**config.mk**
```make
export PLATFORM = sky130hd
export DESIGN_NAME = board_addr_gen
export DESIGN_NICKNAME = d
export VERILOG_FILES = /design/src/rtl/gobang_pkg.sv /design/src/rtl/board_addr_gen.sv
export SDC_FILE = /design/constraint.sdc
export NUM_CORES = 1
export LEC_CHECK = 0
export CAP_MARGIN = 0
export CELL_PAD_IN_SITES_DETAIL_PLACEMENT = 1
export CELL_PAD_IN_SITES_GLOBAL_PLACEMENT = 1
export CORE_UTILIZATION = 36
export DETAILED_ROUTE_END_ITERATION = 8
export PLACE_DENSITY_LB_ADDON = 0.1
export SLEW_MARGIN = 0
export SYNTH_ARGS = -nofsm -noshare
export SYNTH_HDL_FRONTEND = slang
export SYNTH_SLANG_ARGS = --single-unit
```
**constraint.sdc**
```tcl
create_clock -name vclk -period 5.9
set_clock_uncertainty 0.05 [all_clocks]
set_input_delay 0.59 -clock vclk [all_inputs]
set_output_delay 0.59 -clock vclk [all_outputs]
set_load 0.1 [all_outputs]
```
**src/rtl/gobang_pkg.sv**
```systemverilog
// Shared gobang constants: board geometry, cell and direction
// encodings, and the win checker state type.
package gobang_pkg;

    localparam int BOARD_SIZE = 15;
    localparam int WIN_LEN    = 5;

    localparam logic [1:0] CELL_EMPTY = 2'b00;
    localparam logic [1:0] CELL_BLACK = 2'b01;
    localparam logic [1:0] CELL_WHITE = 2'b10;

    localparam logic [1:0] DIR_H = 2'd0;
    localparam logic [1:0] DIR_V = 2'd1;
    localparam logic [1:0] DIR_D = 2'd2;
    localparam logic [1:0] DIR_A = 2'd3;

    localparam logic HALF_POS = 1'b0;
    localparam logic HALF_NEG = 1'b1;

    typedef enum logic [1:0] {
        S_IDLE,
        S_STEP,
        S_CMP,
        S_DONE
    } state_t;

endpackage

```
**src/rtl/board_addr_gen.sv**
```systemverilog
// Probe cell generator: origin +/- (step+1)*delta(dir), bounds check
// and row-major RAM address.
module board_addr_gen
    import gobang_pkg::*;
#(
    parameter int BOARD_SIZE = gobang_pkg::BOARD_SIZE
) (
    input  logic [3:0] org_x,
    input  logic [3:0] org_y,
    input  logic [1:0] dir,
    input  logic       half,
    input  logic [2:0] step,
    output logic [3:0] nx,
    output logic [3:0] ny,
    output logic       in_bounds,
    output logic [7:0] rd_addr
);

    localparam logic signed [4:0] BS = 5'(BOARD_SIZE);

    logic signed [4:0] dx, dy, off, sx, sy;

    always_comb begin
        dx = 5'sd0;
        dy = 5'sd0;
        case (dir)
            DIR_H:   dx = 5'sd1;
            DIR_V:   dy = 5'sd1;
            DIR_D:   begin dx = 5'sd1; dy = 5'sd1;  end
            default: begin dx = 5'sd1; dy = -5'sd1; end
        endcase
        if (half == HALF_NEG) begin
            dx = -dx;
            dy = -dy;
        end
    end

    // Sums past +15 wrap to negative here and are rejected by the sign test.
    assign off = $signed({2'b00, step}) + 5'sd1;
    assign sx  = $signed({1'b0, org_x}) + dx * off;
    assign sy  = $signed({1'b0, org_y}) + dy * off;

    assign in_bounds = !sx[4] && (sx < BS) && !sy[4] && (sy < BS);
    assign nx        = sx[3:0];
    assign ny        = sy[3:0];
    assign rd_addr   = 8'(ny) * 8'(BOARD_SIZE) + 8'(nx);

endmodule

```
==> impl_metrics.env, run 1 <==
export IMPL_run_status="complete, but fails checks"
export IMPL_violations="negative setup slack"
export IMPL_cp_required_ps=5260
export IMPL_whs_ps=1970
export IMPL_clkbuf_count=0
export IMPL_grt_max_degree=8
export IMPL_design_core_area_um2=3440
export IMPL_arrival_ps=5630
export IMPL_final_nets=287
export IMPL_place_area_um2=2160
export IMPL_gp_congestion=0.790
export IMPL_io_buffers=31
export IMPL_yosysWarnings=0
export IMPL_wire_per_inst_um=16.0
export IMPL_synth_fp_nets=211
export IMPL_cp_end_kind="output pin"
export IMPL_grt_ovfl_total=0
export IMPL_antenna_found_initial=0
export IMPL_drc_errors=0
export IMPL_stdcell_area_um2=2300
export IMPL_via_per_inst=4.88
export IMPL_fmax_mhz=160
export IMPL_utilization=0.668
export IMPL_rsz0062_at_grt="true"
export IMPL_grt_pass1_vias=1436
export IMPL_holdCritStartpoint="half"
export IMPL_ios=31
export IMPL_dieArea_um2=3960
export IMPL_worst_pin_slew_ps=969
export IMPL_setup_slack_ps=-367
export IMPL_min_period_over_period=1.06
export IMPL_layout_commonest_cell="buf_4"
export IMPL_drt_initial_drc_count=27
export IMPL_seq_area_frac_synth=0
export IMPL_slew_headroom=0.352
export IMPL_dp_hpwl_mm=3.38
export IMPL_syn_inst=145
export IMPL_start_util=0.388
export IMPL_ys_types=30
export IMPL_dr_pass1_iters=4
export IMPL_antennaDiodeCount=0
export IMPL_min_path_type="primary input to output pin"
export IMPL_ant_nets=0
export IMPL_syn_area_per_cell_um2=9.22
export IMPL_register_area_um2=0
export IMPL_areaGrowthSynthToFinish_pct=72.0
export IMPL_rows=21
export IMPL_startpoint_type="primary input"
export IMPL_setup_viol=4
export IMPL_routed_wl_mm=4.24
export IMPL_timing_final_crit_period_ps=6270
export IMPL_syn_area_um2=1340
export IMPL_drive_gt1_frac=0.411
export IMPL_die_width_um=62.9
export IMPL_grt_usage=0.212
export IMPL_cap_violations=0
export IMPL_critical_path_class="primary input to output pin"
export IMPL_cp_startpoint="dir[1]"
export IMPL_seq_cell_count=0
export IMPL_num_vias=1294
export IMPL_die_h_um=62.9
export IMPL_final_cell_mix="buf_4 (45), ha_1 (33), inv_1 (24)"
export IMPL_hold_violations=0
export IMPL_grt_pass1_wl_mm=6.67
export IMPL_maxSlewViolCount=0
export IMPL_path_max_fanout=3
-- worst max-delay path, stage by stage --
cell and delay (ps):
buf_12 90, inv_12 30, ha_4 250, mux2_4 160
nand2_4 50, buf_6 110, fa_1 480, inv_1 60
ha_1 280, inv_2 40, fa_1 490, fa_1 590
clkinvlp_4 120, fa_1 500, inv_1 50, fa_1 490
inv_2 50, ha_4 270, a21o_1 150, a21oi_4 70
o2111a_1 280, a211oi_4 200, buf_12 210
-- synthesized netlist by cell type --
master	count	share of area
xor2_1	4	0.026
a211oi_1	1	0.0056
o21ai_0	2	0.0075
nand4_1	1	0.0047
nand3_1	4	0.015
o2111a_1	1	0.0084
and2_2	1	0.0056
nor3_1	1	0.0037
nor2b_1	1	0.0047
and3b_2	1	0.0075
a2111oi_2	1	0.011
nor2_1	11	0.031
ha_1	37	0.35
a2111o_1	1	0.0084
xnor2_1	9	0.059
and3b_1	1	0.0066
and3_2	1	0.0056
xnor3_1	2	0.034
mux2i_1	1	0.0075
a21boi_0	1	0.0056
a21o_1	5	0.028
a31oi_1	1	0.0047
inv_1	31	0.087
o211ai_1	1	0.0056
or4_4	1	0.0084
o311ai_0	1	0.0066
mux2_2	1	0.0084
a21oi_1	3	0.011
nand2_1	4	0.011
fa_1	15	0.22
-- stage by stage --
step / TNS [ps] / setup WS, ps / std cells
6_report: -1040 / -367 / 265
3_5_place_dp: -3760 / -962 / 257
3_3_place_gp: -3130 / -837 / 257
5_1_grt: -1580 / -501 / 265
4_1_cts: -1680 / -475 / 264
2_1_floorplan: -4600 / -1170 / 145
-- layer usage --
metal,vias up,share of wire,track usage
met1,639,0.43,0.275
met4,0,0.0047,0.0203
li1,631,-,-
met5,-,0,0
met3,2,0.018,0.00365
met2,22,0.55,0.401
-- what timing repair did --
action | CTS | global route
hold buffers | 0 | 0
setup endpoints to repair | 5 | 5
pin swaps | 17 | 15
resized for setup | 22 | 16
setup buffers | 7 | 3
-- final timing paths --
check	endpoint	depth (start not counted)	slack [ps]
worst max-delay path	rd_addr[7]	23	-370
worst min-delay path	in_bounds	5	1970
-- logic make-up after synthesis --
group | Yosys count | share of synthesized area
buf+inv | 31 | 0.0871
compound gates | 18 | 0.103
fa+ha+maj | 52 | 0.571
simple gates | 27 | 0.104
mux | 2 | 0.0159
xor+xnor | 15 | 0.119
-- cell type report --
| cell class | count | area (um2) |
|---|---|---|
| Multi-Input combinational cell | 114 | 1400 |
| Fill cell | 372 | 1140 |
| Timing Repair Buffer | 74 | 702 |
| Inverter | 31 | 135 |
| Tap cell | 46 | 57.6 |
Power of run 1 is left out: the tool's default activity adds up to more than one toggle a clock period on the data nets, which glitch-free logic cannot reach.
==> inputs of run 2 (changes only) <==
- CORE_ASPECT_RATIO: unset -> 2
==> run 2 against run 1 <==
The run still ends with negative setup slack left. Hold slack worse by 56 ps. Global-route usage is 2.3 points higher. Setup slack better by 11 ps. Sequential share of layout area stayed put. Final area is 0.11% higher. Flip-flop and latch count stayed put. Via count is 1.1% lower. Critical path type unchanged. Highest routed layer unchanged.
==> impl_metrics.env, run 2 (synthesis results as in run 1) <==
export IMPL_die_h_um=88.2
export IMPL_dp_hpwl_mm=3.86
export IMPL_grt_max_degree=8
export IMPL_final_nets=284
export IMPL_min_path_type="primary input to output pin"
export IMPL_ctsHoldBuffers=0
export IMPL_ant_nets=0
export IMPL_clkbuf_count=0
export IMPL_drive_gt1_frac=0.403
export IMPL_arrival_ps=5620
export IMPL_ios=31
export IMPL_gp_congestion=0.853
export IMPL_antennaDiodeCount=0
export IMPL_rsz0062_at_grt="true"
export IMPL_hold_violations=0
export IMPL_final_cell_mix="buf_4 (43), ha_1 (31), inv_1 (23)"
export IMPL_violations="negative setup slack"
export IMPL_routed_wl_mm=4.37
export IMPL_io_buffers=31
export IMPL_crit_chain="buf_12 > inv_12 > ha_4 > mux2_4 > nand2_4 > buf_6 > fa_1 > inv_2 > ha_4 > inv_2 > fa_1 > fa_2 > clkinvlp_4 > fa_1 > inv_1 > fa_1 > inv_2 > ha_4 > a21o_1 > a2111o_1 > o311ai_4 > buf_12"
export IMPL_cp_startpoint="dir[1]"
export IMPL_fmax_mhz=160
export IMPL_via_per_inst=4.83
export IMPL_grt_ovfl_total=0
export IMPL_whs_ps=1920
export IMPL_cap_violations=0
export IMPL_grt_usage=0.236
export IMPL_die_width_um=45.1
export IMPL_startpoint_type="primary input"
export IMPL_cp_slowest_cell="fa_2"
export IMPL_max_stage_delay_ps=600
export IMPL_dr_pass1_iters=4
export IMPL_wire_per_inst_um=16.5
export IMPL_grt_pass1_wl_mm=6.83
export IMPL_timing_final_crit_period_ps=6260
export IMPL_crit_buf_inv=9
export IMPL_grt_pass1_vias=1495
export IMPL_run_status="complete, but fails checks"
export IMPL_critical_path_class="primary input to output pin"
export IMPL_design_core_area_um2=3570
export IMPL_register_area_um2=0
export IMPL_antenna_found_initial=0
export IMPL_crit_cells=22
export IMPL_critPathMostFrequentCell="fa_1"
export IMPL_num_vias=1280
export IMPL_path_max_fanout=3
export IMPL_seq_cell_count=0
export IMPL_crit_path_end="rd_addr[6]"
export IMPL_start_util=0.374
export IMPL_drc_errors=0
export IMPL_setup_viol=4
export IMPL_rows=31
export IMPL_maxSlewViolCount=0
export IMPL_cp_end_kind="output pin"
export IMPL_drt_initial_drc_count=7
export IMPL_path_delay_family="adder cells"
export IMPL_dieArea_um2=3970
export IMPL_areaGrowthSynthToFinish_pct=72.2
export IMPL_setup_slack_ps=-355
export IMPL_min_period_over_period=1.06
export IMPL_worst_pin_slew_ps=993
export IMPL_slew_headroom=0.336
export IMPL_cp_required_ps=5260
export IMPL_layout_commonest_cell="buf_4"
run 2: cell count changes in the layout (fill, tap and decap cells not counted), moves of 2 or more:
cell             change
clkdlybuf4s15_1      +2
clkbuf_2             -2
buf_4                -2
a21oi_1              +2
a21oi_2              -2
ha_1                 -2
run 2: metal layers:
metal,global-route usage,share of wire,vias up
li1,-,-,622
met1,0.205,0.31,634
met2,0.538,0.67,20
met3,0.00206,0.011,4
met4,0.0303,0.013,0
met5,0,0,-
run 2: worst min-delay path by stage:
stage                        start  cells past startpoint  slack (ps)        end
final                         half                      5        1920  in_bounds
after CTS                     half                      5        2080  in_bounds
after global routing          half                      5        1940  in_bounds
after floorplan               half                      2        1530  in_bounds
after global placement    org_x[0]                      4        2210      nx[1]
after detailed placement  org_x[0]                      4        2240      nx[1]
run 2: what timing repair did:
action | CTS | global route
buffers inserted | 5 | 0
resized for setup | 22 | 16
pin swaps | 20 | 15
setup endpoints to repair | 5 | 5
run 2: cell type report:
| type | instances | area (um2) |
|---|---|---|
| fillers | 397 | 1270 |
| inverters | 31 | 135 |
| multi-input cells | 114 | 1420 |
| well taps | 49 | 61.3 |
| repair buffers | 71 | 687 |
run 2: stage by stage:
| stage | instances | util | TNS, ps | setup slack [ps] | area (um2) |
|---|---|---|---|---|---|
| floorplan | 145 | - | -4600 | -1170 | 1470 |
| detailed placement | 263 | 0.612 | -4020 | -1030 | 2180 |
| global placement | 263 | 0.612 | -3360 | -886 | 2180 |
| CTS | 267 | 0.635 | -1870 | -526 | 2260 |
| global route | 265 | 0.645 | -1630 | -509 | 2300 |
| finish | 265 | 0.645 | -941 | -355 | 2300 |
Power of run 2 is left out for the same reason.
==> inputs of run 3 (changes only) <==
- ABC_AREA: unset -> 1
- CORE_ASPECT_RATIO: 2 -> unset
- CORE_MARGIN: unset -> 4
- CORE_UTILIZATION: 36 -> 35
==> run 3 against run 2 <==
The run still ends with negative setup slack left. Clock-buffer cell count is the same. Highest routed layer unchanged. Critical endpoint unchanged. Routed wire length increased by 7.5%. Hold slack better by 100 ps. Maximum frequency down 0.24%. Area after synthesis rose by 4.6%. Final cell count is 15% higher. Die area is 28% higher.
==> impl_metrics.env, run 3 <==
export IMPL_synth_xor_xnor_area_share=0.0627
export IMPL_stdcell_area_um2=2380
export IMPL_multi_input_area_um2=1440
export IMPL_die_width_um=71.2
export IMPL_routed_wl_mm=4.70
export IMPL_fillCellCount=431
export IMPL_drive_gt1_frac=0.395
export IMPL_setup_viol=4
export IMPL_synth_compound_area_frac=0.0304
export IMPL_grt_pass1_vias=1666
export IMPL_seq_area_frac_synth=0
export IMPL_dr_pass1_iters=4
export IMPL_gp_congestion=0.804
export IMPL_clkbuf_count=0
export IMPL_worst_pin_slew_ps=970
export IMPL_drt_initial_drc_count=29
export IMPL_slew_headroom=0.351
export IMPL_cp_end_kind="output pin"
export IMPL_yosys_top_cells_count="inv_1 (44), ha_1 (37), nand2_1 (24), nor2_1 (16), fa_1 (15)"
export IMPL_yosysTopAreaCell="ha_1"
export IMPL_syn_inst=183
export IMPL_ant_nets=0
export IMPL_startpoint_type="primary input"
export IMPL_grt_ovfl_total=0
export IMPL_synthAdderAreaFrac=0.546
export IMPL_rows=22
export IMPL_layout_commonest_cell="buf_4"
export IMPL_synth_simple_area_share=0.240
export IMPL_num_vias=1469
export IMPL_yosysWarnings=0
export IMPL_min_period_over_period=1.06
export IMPL_synth_top_cells_by_area="ha_1 (33%), fa_1 (21%), inv_1 (12%)"
export IMPL_critical_path_class="primary input to output pin"
export IMPL_path_max_fanout=4
export IMPL_via_per_inst=4.83
export IMPL_areaGrowthSynthToFinish_pct=70.4
export IMPL_register_area_um2=0
export IMPL_final_cell_mix="buf_4 (46), inv_1 (37), ha_1 (31)"
export IMPL_max_stage_delay_ps=600
export IMPL_grt_pass1_wl_mm=7.65
export IMPL_fmax_mhz=159
export IMPL_design_core_area_um2=3770
export IMPL_seq_cell_count=0
export IMPL_drc_errors=0
export IMPL_yosysTopAreaCellShare=0.331
export IMPL_cp_slowest_cell="fa_2"
export IMPL_ios=31
export IMPL_arrival_ps=5630
export IMPL_ctsHoldBuffers=0
export IMPL_die_h_um=71.2
export IMPL_synth_fp_nets=249
export IMPL_hold_violations=0
export IMPL_post_synth_top_count_cell="inv_1"
export IMPL_syn_area_um2=1400
export IMPL_cp_required_ps=5260
export IMPL_timing_final_crit_period_ps=6270
export IMPL_path_delay_family="adder cells"
export IMPL_crit_chain="dlygate4sd2_1 > buf_6 > nand2_4 > nand2_4 > nand2_4 > fa_1 > inv_1 > ha_1 > inv_1 > fa_1 > fa_2 > clkinvlp_4 > fa_1 > inv_1 > fa_1 > inv_2 > ha_4 > a21oi_2 > nand2_2 > a21oi_2 > nor2_1 > nor2_2 > xor2_4 > buf_12"
export IMPL_start_util=0.371
export IMPL_run_status="complete, but fails checks"
export IMPL_critPathMostFrequentCell="fa_1"
export IMPL_min_path_type="primary input to output pin"
export IMPL_io_buffers=31
export IMPL_grt_usage=0.182
export IMPL_antenna_found_initial=0
export IMPL_grt_max_degree=8
export IMPL_dp_hpwl_mm=3.95
export IMPL_place_area_um2=2270
export IMPL_rsz0062_at_grt="true"
export IMPL_setup_slack_ps=-371
export IMPL_synth_top_family_by_area="adder cells"
export IMPL_crit_buf_inv=8
export IMPL_ys_types=19
export IMPL_cap_violations=0
export IMPL_syn_area_per_cell_um2=7.64
export IMPL_dieArea_um2=5070
export IMPL_final_nets=324
export IMPL_maxSlewViolCount=0
export IMPL_violations="negative setup slack"
export IMPL_antennaDiodeCount=0
export IMPL_wire_per_inst_um=15.5
export IMPL_synth_mux_area_frac=0
-- run 3: cell types whose count changed after synthesis, sizes merged, moves of 3 or more --
cell and change:
nand3 +14, inv +14, xnor2 -5, a21o -5, a21oi +3, nand2 +25, nor2 +5
-- run 3: cell type report --
cell class,count,area share
well taps,48,0.0252
inverters,45,0.0799
repair buffers,73,0.291
multi-input cells,138,0.604
-- run 3: metrics by stage --
stage | utilization | setup WS (ps) | TNS [ps] | hold slack (ps) | cells
after floorplan | - | -813 | -3390 | 1670 | 183
after global placement | 0.602 | -682 | -2380 | 2210 | 300
after detailed placement | 0.602 | -820 | -3070 | 2250 | 300
after CTS | 0.618 | -384 | -1030 | 2150 | 302
after global routing | 0.631 | -580 | -1770 | 2100 | 304
final | 0.631 | -371 | -823 | 2020 | 304
-- run 3: path summary, 6_finish.rpt --
check,startpoint,to,slack [ps],depth (start not counted)
setup / recovery,half,rd_addr[6],-370,24
hold / removal,step[0],in_bounds,2020,9
-- run 3: cell families after synthesis --
group,after synthesis
xor gates and xnor gates,10
buffers and inverters,45
and+or+nand+nor,69
adders and majority gates,52
AOI/OAI and AO/OA,7
-- run 3: repair_timing --
action / in CTS / in global routing
resized for setup: 22 / 14
setup buffers: 4 / 3
pin swaps: 19 / 18
cloned: 0 / 0
setup endpoints to repair: 5 / 5
-- run 3: metal layers --
| layer | routed length (um) | share of wire | up-vias | global-route usage |
|---|---|---|---|---|
| met4 | 40 | 0.0085 | 0 | 0 |
| met2 | 2650 | 0.56 | 21 | 0.378 |
| met3 | 115 | 0.024 | 4 | 0.00284 |
| met1 | 1890 | 0.40 | 725 | 0.215 |
| met5 | 0 | 0 | - | 0 |
| li1 | - | - | 719 | - |
Power of run 3 is left out for the same reason.
